### config.mk
export PLATFORM = sky130hd
export DESIGN_NAME = cvxif_copro_dispatcher
export DESIGN_NICKNAME = d
export VERILOG_FILES = /design/src/rtl/cvxif_copro_dispatcher.sv
export SDC_FILE = /design/constraint.sdc
export NUM_CORES = 1
export LEC_CHECK = 0
export ABC_CLOCK_PERIOD_IN_PS = 7400
export CAP_MARGIN = 15
export CORE_AREA = 2 2 241 243
export CTS_CLUSTER_SIZE = 14
export DETAILED_ROUTE_END_ITERATION = 12
export DIE_AREA = 0 0 243 245
export PLACE_DENSITY = 0.66
export SLEW_MARGIN = 40
export SYNTH_ARGS = -nofsm -noshare
export SYNTH_HDL_FRONTEND = slang
export SYNTH_SLANG_ARGS = --single-unit
### constraint.sdc
create_clock -name clk_i -period 7.4 [get_ports clk_i]
set_input_delay 1.48 -clock clk_i [delete_from_list [all_inputs] [get_ports clk_i]]
set_output_delay 1.48 -clock clk_i [all_outputs]
set_load 0.05 [all_outputs]
### src/rtl/cvxif_copro_dispatcher.sv
// CVXIF dispatcher: routes issued custom instructions to NumCopro coprocessors by opcode and
// merges their results round-robin into a result FIFO. Optional counters: CVXIF_DISPATCH_PERF_EN.
module cvxif_copro_dispatcher #(
  parameter int unsigned NumCopro     = 2,
  parameter int unsigned XLEN         = 64,
  parameter int unsigned IdWidth      = 4,
  parameter int unsigned ResFifoDepth = 4,
  parameter logic [6:0]  CoproOpcodes [NumCopro] = '{7'h2B, 7'h0B}
) (
  input  logic                         clk_i,
  input  logic                         rst_i,
  input  logic                         issue_valid_i,
  output logic                         issue_ready_o,
  input  logic [31:0]                  issue_instr_i,
  input  logic [IdWidth-1:0]           issue_id_i,
  input  logic [2*XLEN-1:0]            issue_rs_i,
  output logic                         issue_resp_valid_o,
  output logic                         issue_resp_accept_o,
  output logic                         issue_resp_we_o,
  output logic [NumCopro-1:0]          cp_issue_valid_o,
  input  logic [NumCopro-1:0]          cp_issue_ready_i,
  input  logic [NumCopro-1:0]          cp_issue_accept_i,
  input  logic [NumCopro-1:0]          cp_issue_we_i,
  output logic [31:0]                  cp_instr_o,
  output logic [IdWidth-1:0]           cp_id_o,
  output logic [2*XLEN-1:0]            cp_rs_o,
  input  logic [NumCopro-1:0]          cp_result_valid_i,
  output logic [NumCopro-1:0]          cp_result_ready_o,
  input  logic [NumCopro*IdWidth-1:0]  cp_result_id_i,
  input  logic [NumCopro*XLEN-1:0]     cp_result_data_i,
  input  logic [NumCopro-1:0]          cp_result_we_i,
  output logic                         result_valid_o,
  input  logic                         result_ready_i,
  output logic [IdWidth-1:0]           result_id_o,
  output logic [XLEN-1:0]              result_data_o,
  output logic                         result_we_o,
  output logic [31:0]                  perf_issued_o,
  output logic [31:0]                  perf_rejected_o
);

  localparam int unsigned MaxOut = 1 << IdWidth;
  localparam int unsigned OutW   = IdWidth + 1;
  localparam int unsigned PtrW   = (ResFifoDepth > 1) ? $clog2(ResFifoDepth) : 1;
  localparam int unsigned CntW   = $clog2(ResFifoDepth + 1);
  localparam int unsigned SelW   = (NumCopro > 1) ? $clog2(NumCopro) : 1;

  localparam logic [1:0] ST_IDLE  = 2'd0;
  localparam logic [1:0] ST_OFFER = 2'd1;
  localparam logic [1:0] ST_RESP  = 2'd2;

  logic [1:0]          state;
  logic [NumCopro-1:0] target_oh;
  logic [NumCopro-1:0] dec_oh;
  logic                dec_hit;
  logic                resp_acc;
  logic                resp_we;
  logic                offer_taken;
  logic                issue_hs;
  logic [OutW-1:0]     outstanding;
  logic                out_inc;
  logic                out_dec;

  // Lowest channel index wins when several channels share an opcode
  always_comb begin
    dec_oh  = '0;
    dec_hit = 1'b0;
    for (int unsigned j = 0; j < NumCopro; j++) begin
      if (!dec_hit && issue_instr_i[6:0] == CoproOpcodes[j]) begin
        dec_oh[j] = 1'b1;
        dec_hit   = 1'b1;
      end
    end
  end

  assign issue_ready_o       = (state == ST_IDLE) && (outstanding < OutW'(MaxOut));
  assign issue_hs            = issue_valid_i && issue_ready_o;
  assign offer_taken         = (state == ST_OFFER) && |(cp_issue_ready_i & target_oh);
  assign cp_issue_valid_o    = (state == ST_OFFER) ? target_oh : '0;
  assign issue_resp_valid_o  = (state == ST_RESP);
  assign issue_resp_accept_o = issue_resp_valid_o && resp_acc;
  assign issue_resp_we_o     = issue_resp_valid_o && resp_we;

  always_ff @(posedge clk_i) begin
    if (rst_i) begin
      state      <= ST_IDLE;
      target_oh  <= '0;
      resp_acc   <= 1'b0;
      resp_we    <= 1'b0;
      cp_instr_o <= '0;
      cp_id_o    <= '0;
      cp_rs_o    <= '0;
    end else begin
      case (state)
        ST_IDLE: if (issue_hs) begin
          cp_instr_o <= issue_instr_i;
          cp_id_o    <= issue_id_i;
          cp_rs_o    <= issue_rs_i;
          target_oh  <= dec_oh;
          resp_acc   <= 1'b0;
          resp_we    <= 1'b0;
          state      <= dec_hit ? ST_OFFER : ST_RESP;
        end
        ST_OFFER: if (offer_taken) begin
          resp_acc <= |(cp_issue_accept_i & target_oh);
          resp_we  <= |(cp_issue_we_i & target_oh);
          state    <= ST_RESP;
        end
        default: state <= ST_IDLE;
      endcase
    end
  end

  assign out_inc = issue_resp_accept_o;
  assign out_dec = result_valid_o && result_ready_i;

  always_ff @(posedge clk_i) begin
    if (rst_i) begin
      outstanding <= '0;
    end else if (out_inc && !out_dec && outstanding != OutW'(MaxOut)) begin
      outstanding <= outstanding + 1'b1;
    end else if (out_dec && !out_inc && outstanding != '0) begin
      outstanding <= outstanding - 1'b1;
    end
  end

  logic [SelW-1:0]    rr_ptr;
  logic [SelW-1:0]    gsel;
  logic               g_found;
  int unsigned        arb_idx;
  logic [IdWidth-1:0] push_id;
  logic [XLEN-1:0]    push_data;
  logic               push_we;
  logic               push;
  logic               pop;
  logic               fifo_full;
  logic               fifo_empty;
  logic [PtrW-1:0]    wr_ptr;
  logic [PtrW-1:0]    rd_ptr;
  logic [CntW-1:0]    count;
  logic [IdWidth-1:0] mem_id   [ResFifoDepth];
  logic [XLEN-1:0]    mem_data [ResFifoDepth];
  logic               mem_we   [ResFifoDepth];

  assign fifo_full  = (count == CntW'(ResFifoDepth));
  assign fifo_empty = (count == '0);

  // Round-robin search starts at rr_ptr; no grant at all while the FIFO is full
  always_comb begin
    cp_result_ready_o = '0;
    gsel      = '0;
    g_found   = 1'b0;
    arb_idx   = 0;
    push_id   = '0;
    push_data = '0;
    push_we   = 1'b0;
    for (int unsigned k = 0; k < NumCopro; k++) begin
      arb_idx = (32'(rr_ptr) + k) % NumCopro;
      if (!g_found && !fifo_full && cp_result_valid_i[arb_idx]) begin
        g_found                    = 1'b1;
        cp_result_ready_o[arb_idx] = 1'b1;
        gsel                       = SelW'(arb_idx);
        push_id                    = cp_result_id_i[arb_idx*IdWidth +: IdWidth];
        push_data                  = cp_result_data_i[arb_idx*XLEN +: XLEN];
        push_we                    = cp_result_we_i[arb_idx];
      end
    end
  end

  assign push = g_found;
  assign pop  = !fifo_empty && result_ready_i;

  always_ff @(posedge clk_i) begin
    if (rst_i) begin
      rr_ptr <= '0;
      wr_ptr <= '0;
      rd_ptr <= '0;
      count  <= '0;
    end else begin
      if (push) begin
        rr_ptr <= (gsel == SelW'(NumCopro - 1)) ? '0 : gsel + 1'b1;
        wr_ptr <= (wr_ptr == PtrW'(ResFifoDepth - 1)) ? '0 : wr_ptr + 1'b1;
      end
      if (pop) begin
        rd_ptr <= (rd_ptr == PtrW'(ResFifoDepth - 1)) ? '0 : rd_ptr + 1'b1;
      end
      if (push && !pop) begin
        count <= count + 1'b1;
      end else if (pop && !push) begin
        count <= count - 1'b1;
      end
    end
  end

  always_ff @(posedge clk_i) begin
    if (push) begin
      mem_id[wr_ptr]   <= push_id;
      mem_data[wr_ptr] <= push_data;
      mem_we[wr_ptr]   <= push_we;
    end
  end

  assign result_valid_o = !fifo_empty;
  assign result_id_o    = fifo_empty ? '0 : mem_id[rd_ptr];
  assign result_data_o  = fifo_empty ? '0 : mem_data[rd_ptr];
  assign result_we_o    = fifo_empty ? 1'b0 : mem_we[rd_ptr];

`ifdef CVXIF_DISPATCH_PERF_EN
  function automatic logic [31:0] sat_inc(input logic [31:0] v);
    return (v == '1) ? v : v + 32'd1;
  endfunction

  logic [31:0] perf_iss;
  logic [31:0] perf_rej;

  always_ff @(posedge clk_i) begin
    if (rst_i) begin
      perf_iss <= '0;
      perf_rej <= '0;
    end else if (issue_resp_valid_o) begin
      if (resp_acc) perf_iss <= sat_inc(perf_iss);
      else          perf_rej <= sat_inc(perf_rej);
    end
  end

  assign perf_issued_o   = perf_iss;
  assign perf_rejected_o = perf_rej;
`else
  assign perf_issued_o   = '0;
  assign perf_rejected_o = '0;
`endif

endmodule

==> summary.txt, run 1 <==
Status
  – Status: completed

Hold path
  – Hold depth: 2
  – Min-delay src: cp_rs_o[13]$_SDFFE_PP0P_
  – Hold endpoint: cp_rs_o[13]$_SDFFE_PP0P_
  – Hold WC Path Type: register to register

Clock network
  – TritonCTS clock tree: built
  – Clock Latency Late Sink: 0.57 ns
  – Post-CTS Resized: 0
  – Htree depth: 2
  – CTS max path bufs: 3
  – Setup Fix Bufs, Post-CTS: 0
  – Cts hold-fix bufs: 0
  – Clock sinks: 461
  – Clock buffer count from CTS: 48
  – Clock-pin slew on the worst setup and hold paths: about 0.050 ns
  – Root Driver: clkbuf_16

Critical path
  – Crit start category: register
  – Required time worst endpoint: around 5.9 ns
  – CP arrival: approximately 3.4 ns
  – Reg-to-reg endpoint: mem_data[2][28]$_DFFE_PP_
  – Crit-path max FO: 31
  – Reg2reg path depth: 4
  – WS Path Type: register to output port
  – Worst r2r src: count[0]$_SDFFE_PP0P_
  – R2R Setup Slk: 4.61 ns
  – CP Capture Type: output port

Cells and area
  – Nets@finish: roughly 2300
  – Area growth, synth to finish: 42.09%
  – Layout Utilization: 45.70%
  – Layout Cells excl Fill: approximately 2800
  – Share of cells above drive strength 1: 8.863%
  – Final instance area: 26060 um2

Logic synthesis
  – FF+latch count, synth: 461
  – Post-Syn Area: 18340 um2
  – Most numerous cell in the Yosys netlist: nand2_1
  – Top post-synthesis cells by area: edfxtp_1, dfxtp_1, mux4_2
  – FFs w/ async S/R, synth: 0%
  – Synth unique cells: 47
  – Yosys top cell area share: 45.18%
  – Avg Inst Size Synth: 12.77 um2
  – Post-synth EDFFs: between 200 and 300
  – Seq/Total Area, Yosys: 65.38%
  – Synth Warn #: 0
  – Cell taking the most area after synthesis: edfxtp_1
  – Synth top cells by count: nand2_1, edfxtp_1, dfxtp_1
  – Main flop type after synthesis: edfxtp_1
  – Synth Instances: roughly 1400

Placed design
  – Routability Congestion: 0.8073
  – Dpl cell area: 24370 um2
  – Placed cells: 2673
  – Place WS: between 2 and 3 ns
  – DP HPWL: 33.18 mm
  – PortBufs: around 560

Pwr
  – Clock network fraction of total power: 26.3%
  – Leak Pwr: about 9.2 nW
  – Power Internal: 6.077 mW
  – Power per cell area: ~360 nW/um2
  – VDD IR max: around 0.00025 V
  – Combinational cell fraction of total power: a little under two fifths
  – Reg power frac: 36.7%
  – Net Sw Frac: 35.83%
  – Net load switching power: 3.393 mW

STA
  – Final period util: between 60% and 70%
  – Final setup vio count: 0
  – Final Hold Fails: 0
  – Max frequency: around 210 MHz
  – Relative slew slack: between 40% and 50%
  – RSZ-0062 raised after global routing: false
  – Measured slew at the worst slew-check pin: 0.8065 ns
  – Final Skew: 0.01507 ns
  – Pins Over Slew Limit: 0
  – Period minus WS final: 4.852 ns
  – PnR worst setup slack: between 2 and 3 ns
  – Setup TNS: 0 ns

Global routing
  – Antenna violations before repair: 2
  – Vias in the first global route: 12940
  – Largest net degree at the start of global routing: 95
  – GRT Overall Usage: 15.96%
  – GR Overflow Total: 0
  – First-pass GRT wire length: about 74 mm

Detailed routing
  – Antenna Nets Post-Route: 0
  – Wirelength, routed: 49.63 mm
  – First-pass iteration count of the detailed router: 5
  – Drt wl/cell: approximately 18 um
  – Routed vias: 12870
  – DR iter-0 viols: 677
  – # DRC: 0
  – Via-per-instance ratio: 4.658

Floorplanning
  – Io pins: a little over 600
  – Die Width: about 240 um
  – Core area: 57030 um2
  – Full die area: 59540 um2
  – Die H: 245 um
  – Starting density of the core: around 32%
  – Row cnt: 88

Flow run
  – Max cap viols: 0
[worst max-delay path by stage]
stage	start	to	slack [ns]
2_1_floorplan	cp_result_valid_i[0]	mem_data[0][0]$_DFFE_PP_	3.50
3_3_place_gp	cp_result_valid_i[1]	cp_result_ready_o[1]	2.78
3_5_place_dp	cp_result_valid_i[1]	cp_result_ready_o[1]	2.76
4_1_cts	register	result_data_o[31]	2.40
5_1_grt	register	result_data_o[50]	2.26
6_report	register	result_data_o[24]	2.55
[kinds of logic after synthesis]
kind of cell,after synthesis,share of synthesized area [%]
adders and majority gates,11,0.8322
buffers and inverters,169,5.096
muxes,75,8.868
DFF,461,65.38
and+or+nand+nor,450,10.62
xor gates and xnor gates,3,0.1433
AOI/OAI and AO/OA,266,9.045
other,1,0.02044
[per-stage QoR]
step,power [mW],hold slack [ns]
after floorplan,5.876,0.4515
after global placement,6.998,0.4417
after detailed placement,7.063,0.4469
after CTS,9.583,0.4551
after global routing,9.885,0.4665
final,9.470,0.4509
[layout make-up]
class,instances,area [um2]
sequential,461,12000
timing repair buffer,570,5709
antenna,1,2.502
fill,5270,30970
multi-input combinational,869,5693
clock inverter,14,175.2
tap,765,957.2
inverter,9,33.78
clock buffer,74,1493
[routing by layer]
metal / routed length, um / part of all wire (%) / vias up / global-route usage (%)
met5: 16 / 0.032 / - / 0
met4: 984 / 2.0 / 2 / 4.006
met3: 4186 / 8.4 / 68 / 5.773
met2: 23650 / 48 / 444 / 26.39
met1: 20790 / 42 / 6299 / 19.85
li1: - / - / 6056 / -
[sequential cells by signal, indices dropped and copies added, names as in the netlist, 2 cells and up, named ones only]
signal and cells:
cp_rs_o 128, mem_we 4, wr_ptr 2, mem_id 16, state 2, outstanding 5
target_oh 2, rd_ptr 2, cp_instr_o 32, count 3, mem_data 256, cp_id_o 4
[placed cells by master, fill, tap and decap left out, drive strengths merged, types with 4 or more instances in the layout]
cell,Yosys,routed
clkdlybuf4s50,0,554
nand2,336,336
edfxtp,276,276
dfxtp,185,185
a21oi,177,177
and2,77,77
clkbuf,49,74
a22o,69,69
mux4,69,69
conb,1,64
buf,111,16
nor2,11,11
inv,9,11
ha,9,9
clkinv,0,8
or3,6,6
mux2i,6,6
nor3,5,5
nand3,4,4
[power by group through the flow]
stage | logic [mW] | registers, mW | clock network, mW
4_1_cts | 3.53 | 3.49 | 2.56
2_1_floorplan | 2.11 | 3.77 | 0
3_3_place_gp | 3.49 | 3.51 | 0
3_5_place_dp | 3.52 | 3.54 | 0
6_report | 3.50 | 3.48 | 2.49
5_1_grt | 3.70 | 3.53 | 2.65
[worst max-delay path: stages, from the launching register on]
cell and delay, ns:
dfxtp_4 0.75, buf_4 0.57, mux4_2 0.56, and2_1 0.17
clkdlybuf4s50_1 0.74
Note: power is estimated with default switching activity, not from simulation.
==> run 2: changes to the inputs <==
--- a/config.mk
+++ b/config.mk
@@ -5,12 +5,12 @@
 export SDC_FILE = /design/constraint.sdc
 export NUM_CORES = 1
 export LEC_CHECK = 0
-export ABC_CLOCK_PERIOD_IN_PS = 7400
+export ABC_CLOCK_PERIOD_IN_PS = 4700
 export CAP_MARGIN = 15
-export CORE_AREA = 2 2 241 243
+export CORE_AREA = 2 2 242 244
 export CTS_CLUSTER_SIZE = 14
 export DETAILED_ROUTE_END_ITERATION = 12
-export DIE_AREA = 0 0 243 245
+export DIE_AREA = 0 0 244 246
 export PLACE_DENSITY = 0.66
 export SLEW_MARGIN = 40
 export SYNTH_ARGS = -nofsm -noshare
==> constraint.sdc (replaced) <==
create_clock -name clk_i -period 4.7 [get_ports clk_i]
set_input_delay 0.94 -clock clk_i [delete_from_list [all_inputs] [get_ports clk_i]]
set_output_delay 0.94 -clock clk_i [all_outputs]
set_load 0.05 [all_outputs]
==> run 2 against run 1 <==
Effect of this change:
- cell area is 0.38% lower
- largest power group unchanged
- clock skew is 0.0041 ns lower
- critical endpoint is now result_data_o[39]
- core utilization is 0.44 points lower
- setup slack worse by 1.8 ns
- via count is 1.0% lower
==> summary.txt, run 2 (synthesized netlist as in run 1, its figures left out) <==
Status
  – Status: completed

STA
  – Final period util: 83.37%
  – Final Hold Fails: 0 (unchanged)
  – Max frequency: 255.2 MHz
  – Relative slew slack: 46.08% (-0.15 points)
  – PnR worst setup slack: 0.7816 ns (-1.766 ns)
  – Final setup vio count: 0 (unchanged)
  – Measured slew at the worst slew-check pin: 0.8087 ns (+0.002233 ns)
  – Pins Over Slew Limit: 0 (unchanged)
  – Final Skew: 0.01095 ns (-0.004115 ns)
  – RSZ-0062 raised after global routing: false
  – Period minus WS final: slightly below 4 ns
  – Setup TNS: 0 ns (unchanged)

Detailed routing
  – Via-per-instance ratio: 4.619 (-0.84%)
  – Drt wl/cell: 17.85 um (-0.60%)
  – Routed vias: 12740 (-1.0%)
  – First-pass iteration count of the detailed router: 4 (-1)
  – Antenna Nets Post-Route: 0 (unchanged)
  – DR iter-0 viols: 523 (-23%)
  – # DRC: 0 (unchanged)
  – Wirelength, routed: 49.24 mm (-0.78%)

Cells and area
  – Layout Cells excl Fill: 2758 (-0.18%)
  – Area growth, synth to finish: 41.55%
  – Highest-count cells in the layout ignoring fill and taps: clkdlybuf4s50_1, nand2_1, edfxtp_1
  – Reg with most FFs: mem_data
  – Max reg flops: 256 (unchanged)
  – Share of cells above drive strength 1: 8.480% (-0.38 points)
  – Largest regs: mem_data (256), cp_rs_o (128), cp_instr_o (32)
  – FF+latch area: 12000 um2 (unchanged)
  – Nets@finish: 2285 (+0.044%)
  – Filler instances: 5145 (-2.4%)
  – Most common cell after layout, fill and taps aside: clkdlybuf4s50_1
  – Area of the multi-input gates: 5693 um2 (unchanged)
  – Antenna Cells: 0 (-1)

Flow run
  – Max cap viols: 0 (unchanged)

Clock network
  – CTS max path bufs: 3 (unchanged)
  – Htree depth: 2 (unchanged)
  – Post-CTS Resized: 0 (unchanged)
  – Clock Latency Late Sink: 0.57 ns (about the same)
  – TritonCTS clock tree: built
  – Clock sinks: 461 (unchanged)
  – Clock buffer count from CTS: 46 (-4.2%)
  – Clock-pin slew on the worst setup and hold paths: 0.06 ns (about the same)
  – Root Driver: clkbuf_16
  – Setup Fix Bufs, Post-CTS: 0 (unchanged)
  – Cts hold-fix bufs: 0 (unchanged)

Floorplanning
  – Full die area: 60020 um2 (+0.82%)
  – Die H: 246 um (+0.41%)
  – Die Width: 244 um (+0.41%)
  – Io pins: 620 (unchanged)
  – Row cnt: 88 (unchanged)
  – Starting density of the core: 31.98% (-0.19 points)
  – Core area: 57370 um2 (+0.58%)

Global routing
  – Antenna violations before repair: 2 (unchanged)
  – First-pass GRT wire length: 73.57 mm (-1.2%)
  – GR Overflow Total: 0 (unchanged)
  – Vias in the first global route: 12970 (+0.22%)
  – Largest net degree at the start of global routing: 130 (+37%)
  – GRT Overall Usage: 15.60% (-0.36 points)

Placed design
  – PortBufs: 555 (unchanged)
  – Placed cells: 2677 (+0.15%)
  – Place WS: 1.131 ns (-1.629 ns)
  – Routability Congestion: 0.8048 (-0.31%)
  – DP HPWL: 33.83 mm (+2.0%)

Critical path
  – Worst-path cell chain: or3_2, buf_4, and2_1, clkdlybuf4s50_1
  – Crit start category: register
  – CP arrival: 2.98 ns (-0.39 ns)
  – Slowest cell on crit path: or3_2
  – Critical path's top delay family: buffers and inverters
  – Buffers & Inverters on Critical Path: 2 (unchanged)
  – R2R Setup Slk: 2.02 ns (-2.59 ns)
  – Required time worst endpoint: 3.76 ns (-2.16 ns)
  – CP Capture Type: output port
  – WS Path Type: register to output port
  – Crit-path max FO: 37 (+19%)
  – CP peak stage delay: 0.80 ns (+0.05 ns)

Hold path
  – Hold WC Path Type: register to register

Pwr
  – Power per cell area: 567.1 nW/um2 (+56%)
  – VDD IR max: 0.0004250 V (+70%)
  – Power Total: 14.72 mW (+55%)
  – Leak Pwr: 9.114 nW (-0.58%)
[run 2: changes by cell type in the layout (fill, tap and decap cells not counted), sizes merged]
cell           previous run  this run
buf                      16        20
bufinv                    3         6
clkbuf                   74        62
clkdlybuf4s50           554       553
clkinv                    8        12
clkinvlp                  1         0
diode                     1         0
inv                      11        10
[run 2: tightest hold or removal path, delay by kind of cell, from the launching register on]
kind	cells	cell delay, ns
AOI/OAI and AO/OA	1	0.05
DFF	1	0.31
and+or+nand+nor	1	0.05
[run 2: metal layers]
| metal | track usage [%] | wire length [um] | vias to the layer above |
|---|---|---|---|
| li1 | - | - | 6067 |
| met3 | 5.577 | 4350 | 59 |
| met1 | 18.75 | 19830 | 6177 |
| met2 | 26.75 | 24210 | 431 |
| met5 | 0 | 26 | - |
| met4 | 3.569 | 824 | 4 |
[run 2: layout make-up]
type | count | share of cell area [%]
clock buffer | 62 | 4.819
clock inverter | 19 | 1.022
inverter | 9 | 0.1301
multi-input combinational | 869 | 21.93
sequential | 461 | 46.21
tap | 765 | 3.687
timing repair buffer | 573 | 22.20
[run 2: path summary, 6_finish.rpt]
kind | depth (start not counted) | endpoint | startpoint
max | 4 | result_data_o[39] | count[0]$_SDFFE_PP0P_
min | 2 | cp_rs_o[34]$_SDFFE_PP0P_ | cp_rs_o[34]$_SDFFE_PP0P_
max reg2reg | 8 | outstanding[4]$_SDFFE_PP0P_ | count[0]$_SDFFE_PP0P_
min reg2reg | 2 | cp_rs_o[34]$_SDFFE_PP0P_ | cp_rs_o[34]$_SDFFE_PP0P_
[run 2: per-stage QoR]
step / utilization [%] / instance area, um2 / hold WS [ns]
6_report: 45.26 / 25960 / 0.4525
4_1_cts: 45.26 / 25960 / 0.4551
3_3_place_gp: 42.62 / 24450 / 0.4401
5_1_grt: 45.26 / 25960 / 0.4712
3_5_place_dp: 42.62 / 24450 / 0.4474
2_1_floorplan: - / 18580 / 0.4515
[run 2: power by group]
part	internal (mW)	leakage (nW)	switching, mW	total, mW
clock	2.20	0.743	1.51	3.70
combinational	2.04	4.25	3.49	5.53
sequential	5.19	4.12	0.294	5.49
total	9.43	9.11	5.29	14.7
==> run 3: changes to the inputs <==
--- a/config.mk
+++ b/config.mk
@@ -5,7 +5,7 @@
 export SDC_FILE = /design/constraint.sdc
 export NUM_CORES = 1
 export LEC_CHECK = 0
-export ABC_CLOCK_PERIOD_IN_PS = 4700
+export ABC_CLOCK_PERIOD_IN_PS = 3800
 export CAP_MARGIN = 15
 export CORE_AREA = 2 2 242 244
 export CTS_CLUSTER_SIZE = 14
==> constraint.sdc (replaced) <==
create_clock -name clk_i -period 3.8 [get_ports clk_i]
set_input_delay 0.76 -clock clk_i [delete_from_list [all_inputs] [get_ports clk_i]]
set_output_delay 0.76 -clock clk_i [all_outputs]
set_load 0.05 [all_outputs]
==> run 3 against run 2 <==
Effect of this change:
- core utilization grew 0.67 points
- clock skew about the same
- sequential power increased by 23%
- largest power group unchanged
- via count up 2.2%
- non-clock buffer count rose by 20
- critical path depth stayed put
- setup slack worse by 0.55 ns
- final cell count grew 1.0%
==> summary.txt, run 3 (synthesized netlist as in run 1, its figures left out) <==
Status
  – Status: completed

Floorplanning
  – Core area: 57370 um2 (unchanged)
  – Row cnt: 88 (unchanged)
  – Die H: 246 um (unchanged)
  – Die Width: 244 um (unchanged)
  – Full die area: 60020 um2 (unchanged)
  – Io pins: 620 (unchanged)
  – Starting density of the core: 31.98% (unchanged)

Clock network
  – Clock Latency Late Sink: 0.57 ns (about the same)
  – TritonCTS clock tree: built
  – Root Driver: clkbuf_16
  – Htree depth: 2 (unchanged)
  – CTS max path bufs: 3 (unchanged)
  – Post-CTS Resized: 0 (unchanged)
  – Clock sinks: 461 (unchanged)
  – Clock buffer count from CTS: 49 (+6.5%)
  – Setup Fix Bufs, Post-CTS: 0 (unchanged)
  – Clock-pin slew on the worst setup and hold paths: 0.06 ns (about the same)
  – Cts hold-fix bufs: 0 (unchanged)

STA
  – Relative slew slack: 55.81% (+9.7 points)
  – Max frequency: about 280 MHz
  – Final period util: 93.81%
  – RSZ-0062 raised after global routing: false
  – Final Skew: 0.01063 ns (-0.0003198 ns)
  – Measured slew at the worst slew-check pin: 0.6609 ns (-0.1479 ns)
  – Final setup vio count: 0 (unchanged)
  – PnR worst setup slack: 0.2351 ns (-0.5465 ns)
  – Fin Hold WS: 0.4516 ns (-0.0009370 ns)
  – Period minus WS final: approximately 3.6 ns
  – Final Hold Fails: 0 (unchanged)
  – Setup TNS: 0 ns (unchanged)
  – Pins Over Slew Limit: 0 (unchanged)

Hold path
  – Hold WC Path Type: register to register
  – Min-delay src: cp_rs_o[76]$_SDFFE_PP0P_
  – Hold endpoint: cp_rs_o[76]$_SDFFE_PP0P_
  – Hold depth: 2 (unchanged)

Placed design
  – Dpl cell area: 24640 um2 (+0.79%)
  – Placed cells: 2688 (+0.41%)
  – PortBufs: 555 (unchanged)
  – Place WS: 0.4646 ns (-0.6665 ns)
  – DP HPWL: 34.87 mm (+3.1%)
  – Routability Congestion: 0.8031 (-0.21%)

Global routing
  – GR Overflow Total: 0 (unchanged)
  – Antenna violations before repair: 1 (-1)
  – First-pass GRT wire length: 75.26 mm (+2.3%)
  – Largest net degree at the start of global routing: 105 (-19%)
  – GRT Overall Usage: 15.94% (+0.34 points)
  – Vias in the first global route: 13100 (+1.0%)

Pwr
  – VDD IR max: 0.0004478 V (+5.4%)
  – Net Sw Frac: 35.96% (+0.038 points)
  – Clock network fraction of total power: 25.7% (+0.5 points)
  – Power per cell area: 706.3 nW/um2 (+25%)
  – Leak Pwr: 9.310 nW (+2.1%)
  – Net load switching power: 6.691 mW (+27%)
  – Power Internal: 11.92 mW (+26%)
  – Reg power frac: 36.2% (-1.1 points)
  – Combinational cell fraction of total power: 38.2% (+0.6 points)

Cells and area
  – Reg with most FFs: mem_data
  – Most common cell after layout, fill and taps aside: clkdlybuf4s50_1
  – Largest regs: mem_data (256), cp_rs_o (128), cp_instr_o (32)
  – Highest-count cells in the layout ignoring fill and taps: clkdlybuf4s50_1, nand2_1, edfxtp_1
  – Area growth, synth to finish: 43.63%
  – Nets@finish: 2308 (+1.0%)
  – Share of cells above drive strength 1: 9.851% (+1.4 points)
  – Final instance area: 26350 um2 (+1.5%)
  – Layout Cells excl Fill: 2786 (+1.0%)
  – Max reg flops: 256 (unchanged)

Critical path
  – CP arrival: 2.80 ns (-0.18 ns)
  – Worst r2r src: count[0]$_SDFFE_PP0P_
  – Crit-path max FO: 29 (-22%)
  – Crit start category: register
  – CP peak stage delay: 0.72 ns (-0.08 ns)
  – Reg2reg path depth: 8 (unchanged)
  – Buffers & Inverters on Critical Path: 2 (unchanged)
  – R2R Setup Slk: 1.11 ns (-0.91 ns)
  – Reg-to-reg endpoint: outstanding[4]$_SDFFE_PP0P_
  – WS Path Type: register to output port
  – Slowest cell on crit path: clkdlybuf4s50_1
  – Worst-path cell chain: buf_4, mux4_2, and2_1, clkdlybuf4s50_1
  – CP Capture Type: output port
  – Critical path's top delay family: buffers and inverters
  – Required time worst endpoint: 3.04 ns (-0.72 ns)

Detailed routing
  – Routed vias: 13020 (+2.2%)
  – # DRC: 0 (unchanged)
  – Antenna Nets Post-Route: 0 (unchanged)
  – Wirelength, routed: 50.14 mm (+1.8%)
  – Drt wl/cell: 18.00 um (+0.82%)
  – DR iter-0 viols: 692 (+32%)
  – Via-per-instance ratio: 4.673 (+1.2%)
  – First-pass iteration count of the detailed router: 5 (+1)

Flow run
  – Max cap viols: 0 (unchanged)
run 3: layout make-up:
cell class | instances | area [um2]
Multi-Input combinational cell | 869 | 5693
Sequential cell | 461 | 12000
Inverter | 9 | 33.78
Timing Repair Buffer | 593 | 6050
Fill cell | 5095 | 31020
Clock buffer | 63 | 1330
Tap cell | 765 | 957.2
Antenna cell | 1 | 2.502
Clock inverter | 25 | 280.3
run 3: power by group through the flow:
stage / Clock, mW / Sequential (mW) / Combinational, mW
floorplan: 0 / 7.34 / 4.10
global placement: 0 / 6.81 / 7.02
detailed placement: 0 / 6.87 / 7.07
CTS: 4.90 / 6.77 / 7.10
global route: 5.11 / 6.82 / 7.50
finish: 4.77 / 6.73 / 7.10
run 3: worst register-to-register path, cell delays in order (launching register included):
cell and delay (ns):
dfxtp_1 0.36, o31a_1 0.39, a211oi_2 0.39, inv_2 0.16, fa_1 0.43, a21o_1 0.19, a2111o_1 0.41, o311ai_0 0.10
a31oi_1 0.12
run 3: metal layers:
metal / wire length [um] / part of all wire (%) / vias up / track usage (%)
met5: 0 / 0 / - / 0
met4: 781 / 1.6 / 0 / 3.605
met3: 4632 / 9.2 / 59 / 5.425
met2: 25040 / 50 / 467 / 27.72
met1: 19690 / 39 / 6378 / 19.03
li1: - / - / 6114 / -
run 3: how the worst max path moves through the flow:
stage,startpoint,to,cells past startpoint
floorplan,cp_result_valid_i[0],mem_data[1][0]$_DFFE_PP_,3
global placement,result_ready_i,outstanding[4]$_SDFFE_PP0P_,9
detailed placement,result_ready_i,outstanding[4]$_SDFFE_PP0P_,9
CTS,register,result_data_o[10],4
global route,register,result_data_o[23],4
finish,register,result_data_o[51],4
run 3: per-stage QoR:
| stage | total power, mW | util, % |
|---|---|---|
| 6_report | 18.61 | 45.93 |
| 5_1_grt | 19.43 | 45.93 |
| 4_1_cts | 18.77 | 45.76 |
| 3_5_place_dp | 13.95 | 42.95 |
| 3_3_place_gp | 13.83 | 42.95 |
| 2_1_floorplan | 11.44 | - |
